`src/rtl/dsp_accum_pkg.sv`:
```
// Shared types, default widths and helpers for the DSP product accumulator.
package dsp_accum_pkg;

  typedef enum logic [1:0] {
    IDLE = 2'd0,
    ACC  = 2'd1,
    HOLD = 2'd2
  } state_t;

  localparam int unsigned PW_DEF   = 48;
  localparam int unsigned AW_DEF   = 56;
  localparam int unsigned CNTW_DEF = 8;
  localparam int unsigned SAT_MAXW = 64;

  // All-ones value of width aw, right-aligned in a SAT_MAXW-bit word (aw <= SAT_MAXW).
  function automatic logic [SAT_MAXW-1:0] sat_max(input int unsigned aw);
    return {SAT_MAXW{1'b1}} >> (SAT_MAXW - aw);
  endfunction

endpackage

```
`src/rtl/dsp_prod_accum_if.sv`:
```
// Product-in / frame-sum-out handshake bundle for dsp_prod_accum.
interface dsp_prod_accum_if #(
  parameter int unsigned PW   = dsp_accum_pkg::PW_DEF,
  parameter int unsigned AW   = dsp_accum_pkg::AW_DEF,
  parameter int unsigned CNTW = dsp_accum_pkg::CNTW_DEF
);
  logic            in_valid;
  logic            in_ready;
  logic [PW-1:0]   in_p;
  logic [CNTW-1:0] frame_len;
  logic            clear;
  logic            out_valid;
  logic            out_ready;
  logic [AW-1:0]   out_sum;
  logic            out_ovf;
  logic            busy;

  modport master (
    output in_valid, in_p, frame_len, clear, out_ready,
    input  in_ready, out_valid, out_sum, out_ovf, busy
  );

  modport slave (
    input  in_valid, in_p, frame_len, clear, out_ready,
    output in_ready, out_valid, out_sum, out_ovf, busy
  );
endinterface

```
`src/rtl/dsp_sat_add.sv`:
```
// Combinational unsigned saturating adder; sticky_in forces the saturated result.
module dsp_sat_add
  import dsp_accum_pkg::*;
#(
  parameter int unsigned AW = AW_DEF
) (
  input  logic [AW-1:0] a,
  input  logic [AW-1:0] b,
  input  logic          sticky_in,
  output logic [AW-1:0] sum,
  output logic          ovf
);
  localparam logic [AW-1:0] SAT = AW'(sat_max(AW));

  logic [AW:0] full;

  always_comb begin
    full = {1'b0, a} + {1'b0, b};
    ovf  = full[AW] | sticky_in;
    sum  = ovf ? SAT : full[AW-1:0];
  end
endmodule

```
`src/rtl/dsp_prod_accum.sv`:
```
// Sums a programmable-length frame of multiplier products with sticky saturation
// and presents the result on a valid/ready output.
module dsp_prod_accum
  import dsp_accum_pkg::*;
#(
  parameter int unsigned PW   = PW_DEF,
  parameter int unsigned AW   = AW_DEF,
  parameter int unsigned CNTW = CNTW_DEF
) (
  input  logic             clk,
  input  logic             rst,
  dsp_prod_accum_if.slave  bus
);
  state_t          state_q, state_d;
  logic [AW-1:0]   acc_q, acc_d;
  logic [AW-1:0]   out_sum_q, out_sum_d;
  logic [CNTW-1:0] cnt_q, cnt_d;
  logic [CNTW-1:0] len_q, len_d;
  logic            ovf_q, ovf_d;
  logic            out_ovf_q, out_ovf_d;

  logic [PW-1:0]   in_p;
  logic [AW-1:0]   in_p_ext;
  logic [AW-1:0]   add_sum;
  logic            add_ovf;
  logic [CNTW-1:0] cnt_inc;
  logic [CNTW-1:0] len_first;
  logic            in_ready;
  logic            accept;

  assign in_p      = bus.in_p;
  assign in_p_ext  = AW'(in_p);
  assign in_ready  = !bus.clear && (state_q != HOLD);
  assign accept    = bus.in_valid && in_ready;
  assign cnt_inc   = cnt_q + 1'b1;
  assign len_first = (bus.frame_len == '0) ? CNTW'(1) : bus.frame_len;

  dsp_sat_add #(.AW(AW)) u_add (
    .a        (acc_q),
    .b        (in_p_ext),
    .sticky_in(ovf_q),
    .sum      (add_sum),
    .ovf      (add_ovf)
  );

  always_comb begin
    state_d   = state_q;
    acc_d     = acc_q;
    cnt_d     = cnt_q;
    len_d     = len_q;
    ovf_d     = ovf_q;
    out_sum_d = out_sum_q;
    out_ovf_d = out_ovf_q;

    case (state_q)
      IDLE: begin
        if (bus.clear) begin
          acc_d = '0;
          cnt_d = '0;
          ovf_d = 1'b0;
        end else if (accept) begin
          len_d = len_first;
          if (len_first == CNTW'(1)) begin
            state_d   = HOLD;
            out_sum_d = in_p_ext;
            out_ovf_d = 1'b0;
          end else begin
            state_d = ACC;
            acc_d   = in_p_ext;
            cnt_d   = CNTW'(1);
            ovf_d   = 1'b0;
          end
        end
      end

      ACC: begin
        if (bus.clear) begin
          state_d = IDLE;
          acc_d   = '0;
          cnt_d   = '0;
          ovf_d   = 1'b0;
        end else if (accept) begin
          cnt_d = cnt_inc;
          if (cnt_inc == len_q) begin
            state_d   = HOLD;
            out_sum_d = add_sum;
            out_ovf_d = add_ovf;
          end else begin
            acc_d = add_sum;
            ovf_d = add_ovf;
          end
        end
      end

      HOLD: begin
        // clear is ignored here: the pending result must be consumed first.
        if (bus.out_ready) begin
          state_d = IDLE;
          acc_d   = '0;
          cnt_d   = '0;
          ovf_d   = 1'b0;
        end
      end

      default: begin
        state_d = IDLE;
        acc_d   = '0;
        cnt_d   = '0;
        ovf_d   = 1'b0;
      end
    endcase
  end

  always_ff @(posedge clk or negedge rst) begin
    if (!rst) begin
      state_q   <= IDLE;
      acc_q     <= '0;
      cnt_q     <= '0;
      len_q     <= '0;
      ovf_q     <= 1'b0;
      out_sum_q <= '0;
      out_ovf_q <= 1'b0;
    end else begin
      state_q   <= state_d;
      acc_q     <= acc_d;
      cnt_q     <= cnt_d;
      len_q     <= len_d;
      ovf_q     <= ovf_d;
      out_sum_q <= out_sum_d;
      out_ovf_q <= out_ovf_d;
    end
  end

  assign bus.in_ready  = in_ready;
  assign bus.out_valid = (state_q == HOLD);
  assign bus.out_sum   = out_sum_q;
  assign bus.out_ovf   = out_ovf_q;
  assign bus.busy      = (state_q != IDLE);
endmodule

```
`src/flat_wrapper.sv`:
```
// flat-port wrapper written by rule: the top's interface ports become plain ports
module dsp_prod_accum_flat import dsp_accum_pkg::*;
#(
  parameter int unsigned PW   = PW_DEF,
  parameter int unsigned AW   = AW_DEF,
  parameter int unsigned CNTW = CNTW_DEF
)
  (clk, rst, bus_in_valid, bus_in_p, bus_frame_len, bus_clear, bus_out_ready, bus_in_ready, bus_out_valid, bus_out_sum, bus_out_ovf, bus_busy);
  dsp_prod_accum_if #(.PW(PW), .AW(AW), .CNTW(CNTW)) bus_i ();
  input  logic clk;
  input  logic rst;
  input wire logic [$bits(bus_i.in_valid)-1:0] bus_in_valid;
  input wire logic [$bits(bus_i.in_p)-1:0] bus_in_p;
  input wire logic [$bits(bus_i.frame_len)-1:0] bus_frame_len;
  input wire logic [$bits(bus_i.clear)-1:0] bus_clear;
  input wire logic [$bits(bus_i.out_ready)-1:0] bus_out_ready;
  output wire logic [$bits(bus_i.in_ready)-1:0] bus_in_ready;
  output wire logic [$bits(bus_i.out_valid)-1:0] bus_out_valid;
  output wire logic [$bits(bus_i.out_sum)-1:0] bus_out_sum;
  output wire logic [$bits(bus_i.out_ovf)-1:0] bus_out_ovf;
  output wire logic [$bits(bus_i.busy)-1:0] bus_busy;
  assign bus_i.in_valid = bus_in_valid;
  assign bus_i.in_p = bus_in_p;
  assign bus_i.frame_len = bus_frame_len;
  assign bus_i.clear = bus_clear;
  assign bus_i.out_ready = bus_out_ready;
  assign bus_in_ready = bus_i.in_ready;
  assign bus_out_valid = bus_i.out_valid;
  assign bus_out_sum = bus_i.out_sum;
  assign bus_out_ovf = bus_i.out_ovf;
  assign bus_busy = bus_i.busy;
  dsp_prod_accum #(.PW(PW), .AW(AW), .CNTW(CNTW)) u_core (.clk(clk), .rst(rst), .bus(bus_i));
endmodule
```
`config.mk`:
```
export PLATFORM = sky130hd
export DESIGN_NAME = dsp_prod_accum_flat
export DESIGN_NICKNAME = d
export VERILOG_FILES = /design/src/rtl/dsp_accum_pkg.sv /design/src/rtl/dsp_prod_accum_if.sv /design/src/rtl/dsp_sat_add.sv /design/src/rtl/dsp_prod_accum.sv /design/src/flat_wrapper.sv
export SDC_FILE = /design/constraint.sdc
export NUM_CORES = 1
export LEC_CHECK = 0
export ABC_CLOCK_PERIOD_IN_PS = 4300
export CAP_MARGIN = 20
export CORE_ASPECT_RATIO = 1.2
export CORE_UTILIZATION = 30
export DETAILED_ROUTE_END_ITERATION = 12
export PLACE_DENSITY = 0.57
export SYNTH_ARGS = -nofsm -noshare
export SYNTH_HDL_FRONTEND = slang
export SYNTH_SLANG_ARGS = --single-unit
```
`constraint.sdc`:
```
create_clock -name clk -period 4.3 [get_ports clk]
set_clock_uncertainty 0.15 [all_clocks]
set_input_delay 0.645 -clock clk [delete_from_list [all_inputs] [get_ports clk]]
set_output_delay 0.645 -clock clk [all_outputs]
set_load 0.02 [all_outputs]
```
; Word level (Yosys, flattened, before mapping)
; Index checks and enable logic that the tools add are counted.
[totals]
regBits = 132
output_inout_bits = 60
[op_classes]
n_addsub = 2
eq_ne = 17
mux = 47
n_bitwise = 2
reduce_logical = 12
[ops]
columns = op, n
row1 = $mux 56, 14
row2 = $pmux 56 s3, 1
row3 = $pmux 56 s2, 1
row4 = $add 56x48->57, 1
row5 = $mux 8, 7
row6 = $pmux 8 s3, 1
row7 = $mux 2, 7
row8 = $mux 1, 13
row9 = $reduce_and 5->1, 2
row10 = $ne 3x2->1 const B, 3
row11 = $add 8x1->8 const B, 1
row12 = $eq 8x1->1 const B, 1
row13 = $eq 8x8->1, 1
row14 = $logic_not 8->1, 1
row15 = $ne 2x1->1 const B, 4
row16 = $ne 2x2->1 const B, 4
row17 = $reduce_and 7->1, 1
row18 = $ne 3x3->1 const B, 2
row19 = $pmux 2 s3, 1
row20 = $reduce_and 4->1, 1
row21 = $reduce_bool 2->1, 2
row22 = $pmux 1 s3, 1
row23 = $reduce_and 3->1, 1
row24 = $eq 2x1->1 const B, 1
row25 = 7 further kinds, 8

; Depth between registers and ports, before layout
[depth]
depth_word = 7
mapped_depth = 13
depth_no_buf = 11

; By module
; From an unflattened synthesis, not the netlist that was laid out.
[unflattened]
cells_unflattened = 1386
area_unflattened_um2 = 11646.2
[by_module_without_submodules]
columns = module, instances, cells_per_inst, area_per_inst_um2, seq_area_each_um2
row1 = dsp_prod_accum, 1, 816, 8034.0, 3303.2
row2 = dsp_sat_add, 1, 570, 3612.2, 0.0

; Least setup slack after synthesis
; Ideal clock, no wire load.
[synth_path]
path_kind = input -> register
from = input port bus_in_p[0]
to = register u_core.out_sum_q[47] (netlist: u_core.bus.out_sum[47])
setup_ns = 0.126
arrival_time_ns = 3.332
required_ns = 4.024
slack_ns = 0.692
path_stages = 12
n_path_buf = 1
path_cell_list = ha_1 > fa_1 > a21o_1 > a41o_1 > o21bai_2 > a211oi_4 > o311a_2 > o2111ai_4 > nand2_2 > buf_2 > nor4_1 > nor2_1
[synth_via]
elab_chain_len = 7
[synth_lines]
columns = item, line_no
row1 = "start, declared", flat_wrapper.sv:13  ; input wire logic [$bits(bus_i.in_p)-1:0] bus_in_p;
row2 = $add 56x48->57 (*), dsp_sat_add.sv:18  ; full = {1'b0, a} + {1'b0, b};
row3 = $or 1x1->1, dsp_sat_add.sv:19  ; ovf = full[AW] | sticky_in;
row4 = $mux 56 (*), dsp_sat_add.sv:20  ; sum = ovf ? SAT : full[AW-1:0];
row5 = $mux 56 (*), dsp_prod_accum.sv:84  ; if (cnt_inc == len_q) begin
row6 = $mux 56 (*), dsp_prod_accum.sv:82  ; end else if (accept) begin
row7 = $mux 56 (*), dsp_prod_accum.sv:77  ; if (bus.clear) begin
row8 = $pmux 56 s2 (*), dsp_prod_accum.sv:55  ; case (state_q)
row9 = "end signal, assigned", dsp_prod_accum.sv:129  ; out_sum_q <= out_sum_d;
row10 = "end, declared", dsp_prod_accum.sv:16  ; logic [AW-1:0] out_sum_q, out_sum_d;
; Every way passes the cells marked *; elsewhere a longest branch is shown, timed or not. The select of a mux whose other input is x is not followed.
; A chain may end at the register's enable or synchronous reset.

; Worst setup path in the final report
[layout_path]
from = input port bus_in_p[15]
to = register u_core.out_sum_q[52] (netlist: u_core.bus.out_sum[52])
; Same word-level chain as after synthesis.

==> results.sh <==
export IMPL_postRouteAntennaNets=0
export IMPL_core_region_area_mm2=0.0315
export IMPL_setup_viol=0
export IMPL_globalplace_congestion=0.883
export IMPL_slowest_stage="o311ai_1"
export IMPL_reg2reg_slack_ps=650
export IMPL_whs_ps=140
export IMPL_hold_viol=0
export IMPL_start_util_pct=30.7
export IMPL_fin_util_pct=39.3
export IMPL_fmax_mhz=251
export IMPL_cpMostUsedCell="o311ai_1"
export IMPL_track_usage_pct=20.8
export IMPL_hold_path_class="in -> async"
export IMPL_die_w_um=166
export IMPL_synth_cell_types=76
export IMPL_synthesis_area_mm2=0.00968
export IMPL_port_buffers=120
export IMPL_post_synth_cell_area_avg_um2=8.06
export IMPL_path_cells="clkdlybuf4s50_1, ha_1, a21oi_1, o21ai_1, o31ai_1, o311ai_1, buf_4, o311ai_1, a21boi_1, o211ai_1, nor4b_1, nor3_1"
export IMPL_peakVddDrop_v=0.000239
export IMPL_antenna_found_initial=0
export IMPL_path_buf_inv=2
export IMPL_grt_pass1_wl_mm=53.4
export IMPL_synth_seq_cells=132
export IMPL_synth_xor_area_share_pct=4.85
export IMPL_die_y_um=199
export IMPL_grt_remaining_overflow=0
export IMPL_ios=121
export IMPL_vias=9703
export IMPL_rsz0062_at_grt="false"
export IMPL_synthMuxAreaShare_pct=1.32
export IMPL_status="finished with violations"
export IMPL_synth_top_area_share_pct=34.1
export IMPL_crit_path_max_fanout=6
export IMPL_drive_above_1_share_pct=10.5
export IMPL_syn_inst=1200
export IMPL_synth_simple_area_share_pct=19.9
export IMPL_setup_ws_ps=311
export IMPL_finalWirelength_mm=33.7
export IMPL_antenna_cells=0
export IMPL_grt_max_degree=88
export IMPL_cts_tree="yes"
export IMPL_violations="DRC"
export IMPL_seq_area_frac_synth_pct=34.1
export IMPL_numCtsBuffers=17
export IMPL_slew_violations=0
export IMPL_cts_hold_buf=0
export IMPL_dp_hpwl_mm=24.7
export IMPL_cp_depth=12
export IMPL_grt_pass1_vias=9700
export IMPL_post_drt_via_cell_ratio=5.52
export IMPL_max_slew_margin_rel_pct=42.7
export IMPL_cts_root_buffer="clkbuf_16"
export IMPL_rr_endpoint="u_core.bus.out_sum[52]$_DFFE_PN0P_"
export IMPL_die_area_mm2=0.0330
export IMPL_min_period_ps=3990
export IMPL_async_reset_ff_share_pct=100
export IMPL_clkLatencyLatePin_ps=440
export IMPL_pre_cts_ws_ps=-74.7
export IMPL_synth_area_top_cells="dfrtp_1 (34%), ha_1 (6.3%), a21oi_1 (5.8%)"
export IMPL_maxCapViolations=0
export IMPL_crit_family="compound AO/OA/AOI/OAI gates"
export IMPL_power_density_mw_per_mm2=440
export IMPL_drtIter0Drc=583
export IMPL_cts_setup_buffers=0
export IMPL_cts_sinks=132
export IMPL_synth_top_cell_by_area="dfrtp_1"
export IMPL_synth_edf_count=0
export IMPL_wl_per_cell_um=19.1
export IMPL_area_growth_pct=28.0
export IMPL_worst_ep_arrival_time_ps=4160
export IMPL_reg2regPathDepth=11
export IMPL_required_ps=4470
export IMPL_cts_buffer_depth=2
export IMPL_synth_main_ff_cell="dfrtp_1"
export IMPL_fin_nets=1456
export IMPL_synth_nets=1311
export IMPL_critPathLaunchType="input pin"
export IMPL_slowest_delay_ps=590
export IMPL_power_leakage_nw=5.58
export IMPL_cts_resized=0
export IMPL_min_period_over_period_pct=92.8
export IMPL_worst_pin_slew_ps=860
export IMPL_synth_compound_area_share_pct=29.0
export IMPL_cp_end_kind="flip-flop"
export IMPL_row_count=71
export IMPL_htree_num_levels=4
export IMPL_power_total_mw=5.46
export IMPL_synth_top_family_by_area="compound AO/OA/AOI/OAI gates"
export IMPL_synth_adder_area_share_pct=6.54
export IMPL_drc=6
export IMPL_yosys_warnings=0
export IMPL_firstDrtPassIters=10
export IMPL_reg2reg_from="u_core.acc_q[0]$_DFFE_PN0P_"
export IMPL_crit_type="in -> reg"
export IMPL_clk_pin_slew_ps=60
[sequential cells by signal, summed over array words and instances (netlist names)]
signal	flops
u_core.acc_q	56
u_core.bus.out_sum	56
u_core.cnt_q	8
u_core.len_q	8
u_core.state_q	2
u_core.bus.out_ovf	1
u_core.ovf_q	1
[how the worst max path moves through the flow]
stage | start | to | slack (ps)
after detailed placement | bus_in_p[15] | u_core.bus.out_sum[52]$_DFFE_PN0P_ | -70
final | bus_in_p[15] | u_core.bus.out_sum[52]$_DFFE_PN0P_ | 310
after CTS | bus_in_p[15] | u_core.bus.out_sum[52]$_DFFE_PN0P_ | 350
after floorplan | bus_in_p[0] | u_core.bus.out_sum[47]$_DFFE_PN0P_ | 690
after global routing | bus_in_p[15] | u_core.bus.out_sum[54]$_DFFE_PN0P_ | 70
after global placement | bus_in_p[15] | u_core.bus.out_sum[52]$_DFFE_PN0P_ | -80
[metrics by stage]
| stage | area [um^2] | std cells | setup TNS [ps] |
|---|---|---|---|
| after CTS | 12400 | 1759 | 0 |
| after detailed placement | 11700 | 1727 | -196 |
| after floorplan | 9680 | 1200 | 0 |
| final | 12400 | 1759 | 0 |
| after global routing | 12400 | 1759 | 0 |
| after global placement | 11700 | 1727 | -113 |
[cell usage in the layout (no fill, tap or decap), drive strengths merged, types with 9 or more instances in the layout]
master,Yosys,routed
a211oi,13,13
o21ai,106,106
xnor2,25,25
nand2,134,134
nand4,17,17
dfrtp,132,132
nand3,20,20
o31ai,48,48
ha,49,49
nor3,58,58
clkbuf,55,17
and3,11,11
buf,23,85
a21o,52,52
or3,9,9
a22oi,12,12
a21oi,115,115
o211ai,12,12
inv,17,19
clkdlybuf4s50,0,119
xor2,26,26
a31oi,9,9
nor2,130,130
[synth_stat cells, types with 4 or more instances]
cell,number
a211o_1,4
a211oi_1,11
a21boi_0,5
a21o_1,52
a21oi_1,112
a22o_1,4
a22oi_1,12
a31oi_1,9
and2_1,8
and3_1,11
buf_2,13
buf_4,5
clkbuf_1,54
dfrtp_1,132
ha_1,49
inv_1,17
mux2_2,6
mux2i_1,6
nand2_1,133
nand2b_1,8
nand3_1,20
nand4_1,17
nor2_1,130
nor2b_1,5
nor3_1,58
nor4_1,7
o211ai_1,12
o21a_1,5
o21ai_0,102
o21ai_1,4
o21bai_1,7
o22ai_1,5
o2bb2ai_1,4
o31ai_1,48
or2_2,4
or3_1,9
xnor2_1,25
xor2_1,26
[worst register-to-register path, delay by kind of cell, from the launching register on]
family / cells / cell delay (ps)
flip-flops: 1 / 380
AO/OA/AOI/OAI: 7 / 2010
AND/OR/NAND/NOR: 2 / 360
adder cells (fa/ha/maj): 2 / 630
[logic make-up after synthesis]
kind of cell	Yosys count
buf+inv	96
compound gates	433
flops	132
xor+xnor	52
mux	12
simple gates	425
fa+ha+maj	50
[per-layer routing]
layer  part of all wire (%)  track usage, %  up-vias  wire length (um)
li1                       -               -     4683                 -
met1                     43            25.0     4701             14600
met2                     49            36.0      253             16400
met3                    3.9            3.06       66              1320
met4                    3.9            10.8        0              1310
met5                      0               0        -                 0
[layout make-up]
type | instances | area [um^2]
fill | 3166 | 19100
multi-input combinational | 972 | 5990
sequential | 132 | 3300
timing repair buffer | 204 | 1870
tap | 401 | 502
clock buffer | 17 | 425
clock inverter | 15 | 230
inverter | 18 | 67.6
[where the power goes]
group / switching, mW / internal, mW
combinational: 1.29 / 0.933
sequential: 0.138 / 1.44
clock: 0.620 / 1.03
Power figures use the tool's default switching activity.
